File: src/rtl/pc_gen_bp.sv
// pc_gen_bp: fetch PC generator with a direct-mapped branch target buffer.
// Define PC_GEN_BP_BHT_EN to add 2-bit direction counters to each BTB entry.
module pc_gen_bp #(
  parameter int XLEN = 32,
  parameter int BTB_ENTRIES = 16,
  parameter logic [XLEN-1:0] RESET_VEC = '0
) (
  input  logic            clk,
  input  logic            rst,
  input  logic            stall,
  input  logic            redirect,
  input  logic [XLEN-1:0] redirect_pc,
  input  logic            upd_valid,
  input  logic [XLEN-1:0] upd_pc,
  input  logic            upd_taken,
  input  logic [XLEN-1:0] upd_target,
  output logic [XLEN-1:0] pc,
  output logic [XLEN-1:0] pc_plus4,
  output logic            pred_taken,
  output logic [XLEN-1:0] pred_target,
  output logic [15:0]     mispred_cnt
);
  localparam int IDX = $clog2(BTB_ENTRIES);
  localparam int TW = XLEN - IDX - 2;
  logic [XLEN-1:0] pc_q, pc_d;
  logic [15:0] cnt_q, cnt_d;
  logic [BTB_ENTRIES-1:0] valid_q;
  logic [TW-1:0] tag_q [BTB_ENTRIES];
  logic [XLEN-1:0] tgt_q [BTB_ENTRIES];
  logic [IDX-1:0] ridx, uidx;
  logic hit, uhit, clr_v, unused;
  assign ridx = pc_q[IDX+1:2];
  assign uidx = upd_pc[IDX+1:2];
  assign hit = valid_q[ridx] && tag_q[ridx] == pc_q[XLEN-1:IDX+2];
  assign uhit = valid_q[uidx] && tag_q[uidx] == upd_pc[XLEN-1:IDX+2];
  assign unused = ^upd_pc[1:0];
  assign pc = pc_q;
  assign pc_plus4 = pc_q + XLEN'(4);
  assign pred_target = pred_taken ? tgt_q[ridx] : '0;
  assign mispred_cnt = cnt_q;
`ifdef PC_GEN_BP_BHT_EN
  logic [1:0] ctr_q [BTB_ENTRIES];
  assign pred_taken = hit && ctr_q[ridx][1];
  assign clr_v = 1'b0;
  always_ff @(posedge clk)
    if (rst) begin
      for (int i = 0; i < BTB_ENTRIES; i++) ctr_q[i] <= 2'd1;
    end else if (upd_valid && upd_taken) begin
      ctr_q[uidx] <= !uhit ? 2'd2 : ctr_q[uidx] == 2'd3 ? 2'd3 : ctr_q[uidx] + 2'd1;
    end else if (upd_valid && uhit && ctr_q[uidx] != 2'd0) begin
      ctr_q[uidx] <= ctr_q[uidx] - 2'd1;
    end
`else
  assign pred_taken = hit;
  assign clr_v = upd_valid && !upd_taken && uhit;
`endif
  always_comb begin
    pc_d = rst ? RESET_VEC : redirect ? redirect_pc : stall ? pc_q : pred_taken ? pred_target : pc_plus4;
    cnt_d = rst ? 16'd0 : (redirect && cnt_q != 16'hFFFF) ? cnt_q + 16'd1 : cnt_q;
  end
  always_ff @(posedge clk) begin
    pc_q <= pc_d;
    cnt_q <= cnt_d;
  end
  always_ff @(posedge clk)
    if (rst) valid_q <= '0;
    else if (upd_valid && upd_taken) valid_q[uidx] <= 1'b1;
    else if (clr_v) valid_q[uidx] <= 1'b0;
  // Tag and target carry no reset; valid gates their use.
  always_ff @(posedge clk)
    if (!rst && upd_valid && upd_taken) begin
      tag_q[uidx] <= upd_pc[XLEN-1:IDX+2];
      tgt_q[uidx] <= upd_target;
    end
endmodule

File: config.mk
export PLATFORM = sky130hd
export DESIGN_NAME = pc_gen_bp
export DESIGN_NICKNAME = d
export VERILOG_FILES = /design/src/rtl/pc_gen_bp.sv
export SDC_FILE = /design/constraint.sdc
export NUM_CORES = 1
export LEC_CHECK = 0
export BUFFER_PORTS_ARGS = -buffer_cell sky130_fd_sc_hd__buf_2
export CORE_ASPECT_RATIO = 0.7
export CORE_MARGIN = 3
export CORE_UTILIZATION = 61
export CTS_BUF_LIST = sky130_fd_sc_hd__clkbuf_8 sky130_fd_sc_hd__clkbuf_16
export DETAILED_ROUTE_END_ITERATION = 8
export HOLD_SLACK_MARGIN = 0.12
export PLACE_DENSITY = 0.83
export SYNTH_ARGS = -nofsm -noshare
export SYNTH_HDL_FRONTEND = slang
export SYNTH_SLANG_ARGS = --single-unit
File: constraint.sdc
create_clock -name clk -period 5.9 [get_ports clk]
set_input_delay 0.295 -clock clk [delete_from_list [all_inputs] [get_ports clk]]
set_output_delay 0.295 -clock clk [all_outputs]
set_load 0.05 [all_outputs]
==> impl_results.md <==
* Hold Vio Cnt, Final at 0
* Die area at 74400 um2
* Top cell type's share of synthesized area at ~64%
* Per-cell routed wire length at 35.1 um
* Post-Route WL at 127 mm
* First DRT Iteration DRCs at 4511
* Io pins at 215
* Final Max Tran Viols at 0
* FP Rows at between 80 and 90
* Net Sw Power at ~3.7 mW
* Final setup fails at 0
* Sw Share at roughly 24%
* Leading area contributor after synthesis: edfxtp_1
* Final Util at a little over two thirds
* Worst skew pair latency at ~0.67 ns
* Area contributors post-synth: edfxtp_1 (64%), mux4_2 (19%), dfxtp_1 (3.1%)
* Final clock skew at 0.0325 ns
* Least-Margin Pin Slew at ~1.3 ns
* Clk buf depth at 3
* Port Buf Inserts at 212
* Synth cell count leaders: edfxtp_1 (928), mux4_2 (375), nand2_1 (100), nor2_1 (89), clkbuf_1 (78)
* Total chip power at 15.2 mW
* Synthesized Nets at between 2000 and 2500
* CP startpoint kind: flip-flop
* PwrDens at just over 300 nW/um2
* Yosys warning count at 0
* Initial Util at between 60% and 70%
* Core area at 70100 um2
* CP Max Fanout at 26
* GRT Resource Usage Total at 34.5%
* Area growth, synth to finish at 14.3%
* Final setup TNS at 0 ns
* Share of layout cells above drive strength 1 at approximately a third
* Seq pwr share at between 50% and 60%
* Post-synthesis sequential element count at around 1000
* Clk root buf: clkbuf_16
* Int Power at about 11 mW
* Max Cap Violations at 0
* Synthesized area per cell at roughly 19 um2
* Clock Power Share at 37.9%
* Comb power frac at between 10% and 20%
* Mapped cell area at 43400 um2
* Leakage power at ~16 nW
* Status: complete, no violations
* Nets@finish at approximately 2700
* Htree depth at 3
* Routed vias at between 20000 and 30000
* Initial antenna violation count at 4
* F_max at approximately 0.17 GHz
* Max-slew headroom at 14.8%
* RSZ-0062 raised after global routing: no
* First-pass DRT Iterations at 9
* Post-DP HPWL at ~74 mm
* Worst EP arrival at between 5 and 6 ns
* Seq/Total Area, Yosys at 67.3%
* Global-route wire length before repair at about 190 mm
* Hold WS at around 0.15 ns
* Pin count of the biggest net entering global routing at 73
* VDD IR max at about 290 uV
* Cell count after synthesis at approximately 2300
* Die X at ~320 um
* Vias in the first global route at ~27000
* Most common cell in the synthesized netlist: edfxtp_1
* Ys flop type: edfxtp_1
* CTS tree: yes
* Dpl cell area at between 40000 and 50000 um2
* Overflow after GRT at 0
* ANT nets after route at 0
* Vias/cell at roughly 7.3
* Worst EP required at roughly 5.6 ns
* FFs w/ async S/R, synth at 0%
* CTS sink cnt at 996
* DRC errors left at 0
* Design area at approximately 50000 um2
* Total CTS buffers at 89
* Die span in y at 229 um
* Worst hold path class: primary input to flip-flop
* Clock-pin slew on the worst setup and hold paths at 0.07 ns
* CP endpoint kind: primary output
* Crit path time final at 5.79 ns
* Fin crit share at a little over nine tenths
* EDFF count, synth at slightly above 900
* GPL Wtd Cong at 0.910
* Synth cell types at 70
* WS Path Type: flip-flop to primary output
==> power groups by stage <==
stage	combinational [mW]	sequential, mW	clock (mW)
after floorplan	0.922	8.02	0
after global placement	1.39	8.02	0
after detailed placement	1.43	8.03	0
after CTS	1.50	7.88	5.76
after global routing	1.61	7.88	6.04
final	1.54	7.88	5.75
==> worst paths after layout <==
check / start / to / slack, ns / cells after the start
setup / recovery: flip-flop / pred_target[3] / 0.11 / 11
hold / removal: upd_valid / flip-flop / 0.15 / 3
setup reg to reg: flip-flop / pc[0]$_SDFFE_PP0P_ / 0.51 / 12
hold reg to reg: mispred_cnt[9]$_SDFFE_PP0P_ / mispred_cnt[9]$_SDFFE_PP0P_ / 0.52 / 2
==> cells by family (layout without fill, tap and decap cells) <==
family                   after synthesis  after routing  synth area share, %
other                                  0              2                    0
XOR/XNOR                              92             92                 1.86
adder cells (fa/ha/maj)                2              2               0.0576
AO/OA/AOI/OAI                        213            213                 3.43
AND/OR/NAND/NOR                      367            367                 4.27
buffers and inverters                174            551                 1.71
flip-flops                           996            996                 67.3
multiplexers                         454            454                 21.3
==> state kept, by name, indices dropped and copies added (netlist names), named ones only <==
signal       flops
mispred_cnt     16
pc              32
tag_q          416
tgt_q          512
==> cell type report <==
type	count	area (um2)
sequential	996	29200
clock inverter	66	508
antenna	2	5.00
multi-input combinational	1128	13600
clock buffer	99	2360
timing repair buffer	372	2700
inverter	14	52.6
tap	954	1190
fill	4028	20500
==> layout by cell type (no fill, tap or decap), types with 7 or more instances in the layout <==
cell,n
clkinvlp_4,7
nand4_1,28
clkbuf_8,10
xor2_1,20
dlygate4sd3_1,90
clkinv_2,12
nand2b_1,15
buf_2,210
edfxtp_1,928
o21ai_0,41
nor3_1,15
nor4_1,7
buf_12,16
a211oi_1,8
o211ai_1,7
dfxtp_1,64
buf_4,55
nor2_1,73
o22ai_1,10
clkbuf_16,89
or2_2,7
a31oi_1,8
mux2_2,19
and3_1,12
a21oi_1,40
and2_1,14
nor4b_1,16
nor2_4,16
clkinv_1,18
nand2_1,100
a32oi_1,18
inv_1,27
nor2b_1,14
nand3_1,20
mux2i_1,60
o221ai_1,8
mux4_2,375
a221oi_1,15
or3_1,14
xnor2_1,72
==> what timing repair did <==
item / CTS / global route
setup endpoints to repair: 0 / 9
endpoints found under the hold margin: 962 / 0
gates resized for setup: 0 / 0
buffers inserted: 0 / 1
hold buffers: 90 / 0
==> through the flow <==
stage                     setup WS (ns)  instances
after floorplan                   0.643       2298
after global placement            0.957       3373
after detailed placement          0.856       3373
after CTS                         0.121       3628
after global routing             0.0139       3629
final                             0.106       3631
==> layer usage <==
metal / track usage [%] / vias up / wire (um)
met5: 0 / - / 23
met4: 13.3 / 4 / 5450
met3: 12.6 / 421 / 20400
met2: 51.4 / 2564 / 58200
met1: 47.2 / 13500 / 43400
li1: - / 10200 / -
==> worst max-delay path: stages, from the launching register on <==
cell	delay, ns
dfxtp_4	0.70
mux4_2	0.60
mux2i_1	0.41
mux2_2	0.40
nor4_1	0.56
o2111ai_1	0.26
nor4_1	0.48
nand3_1	0.18
inv_1	0.58
nand2b_1	0.18
inv_1	0.16
buf_2	0.29
Power figures use the tool's default switching activity.
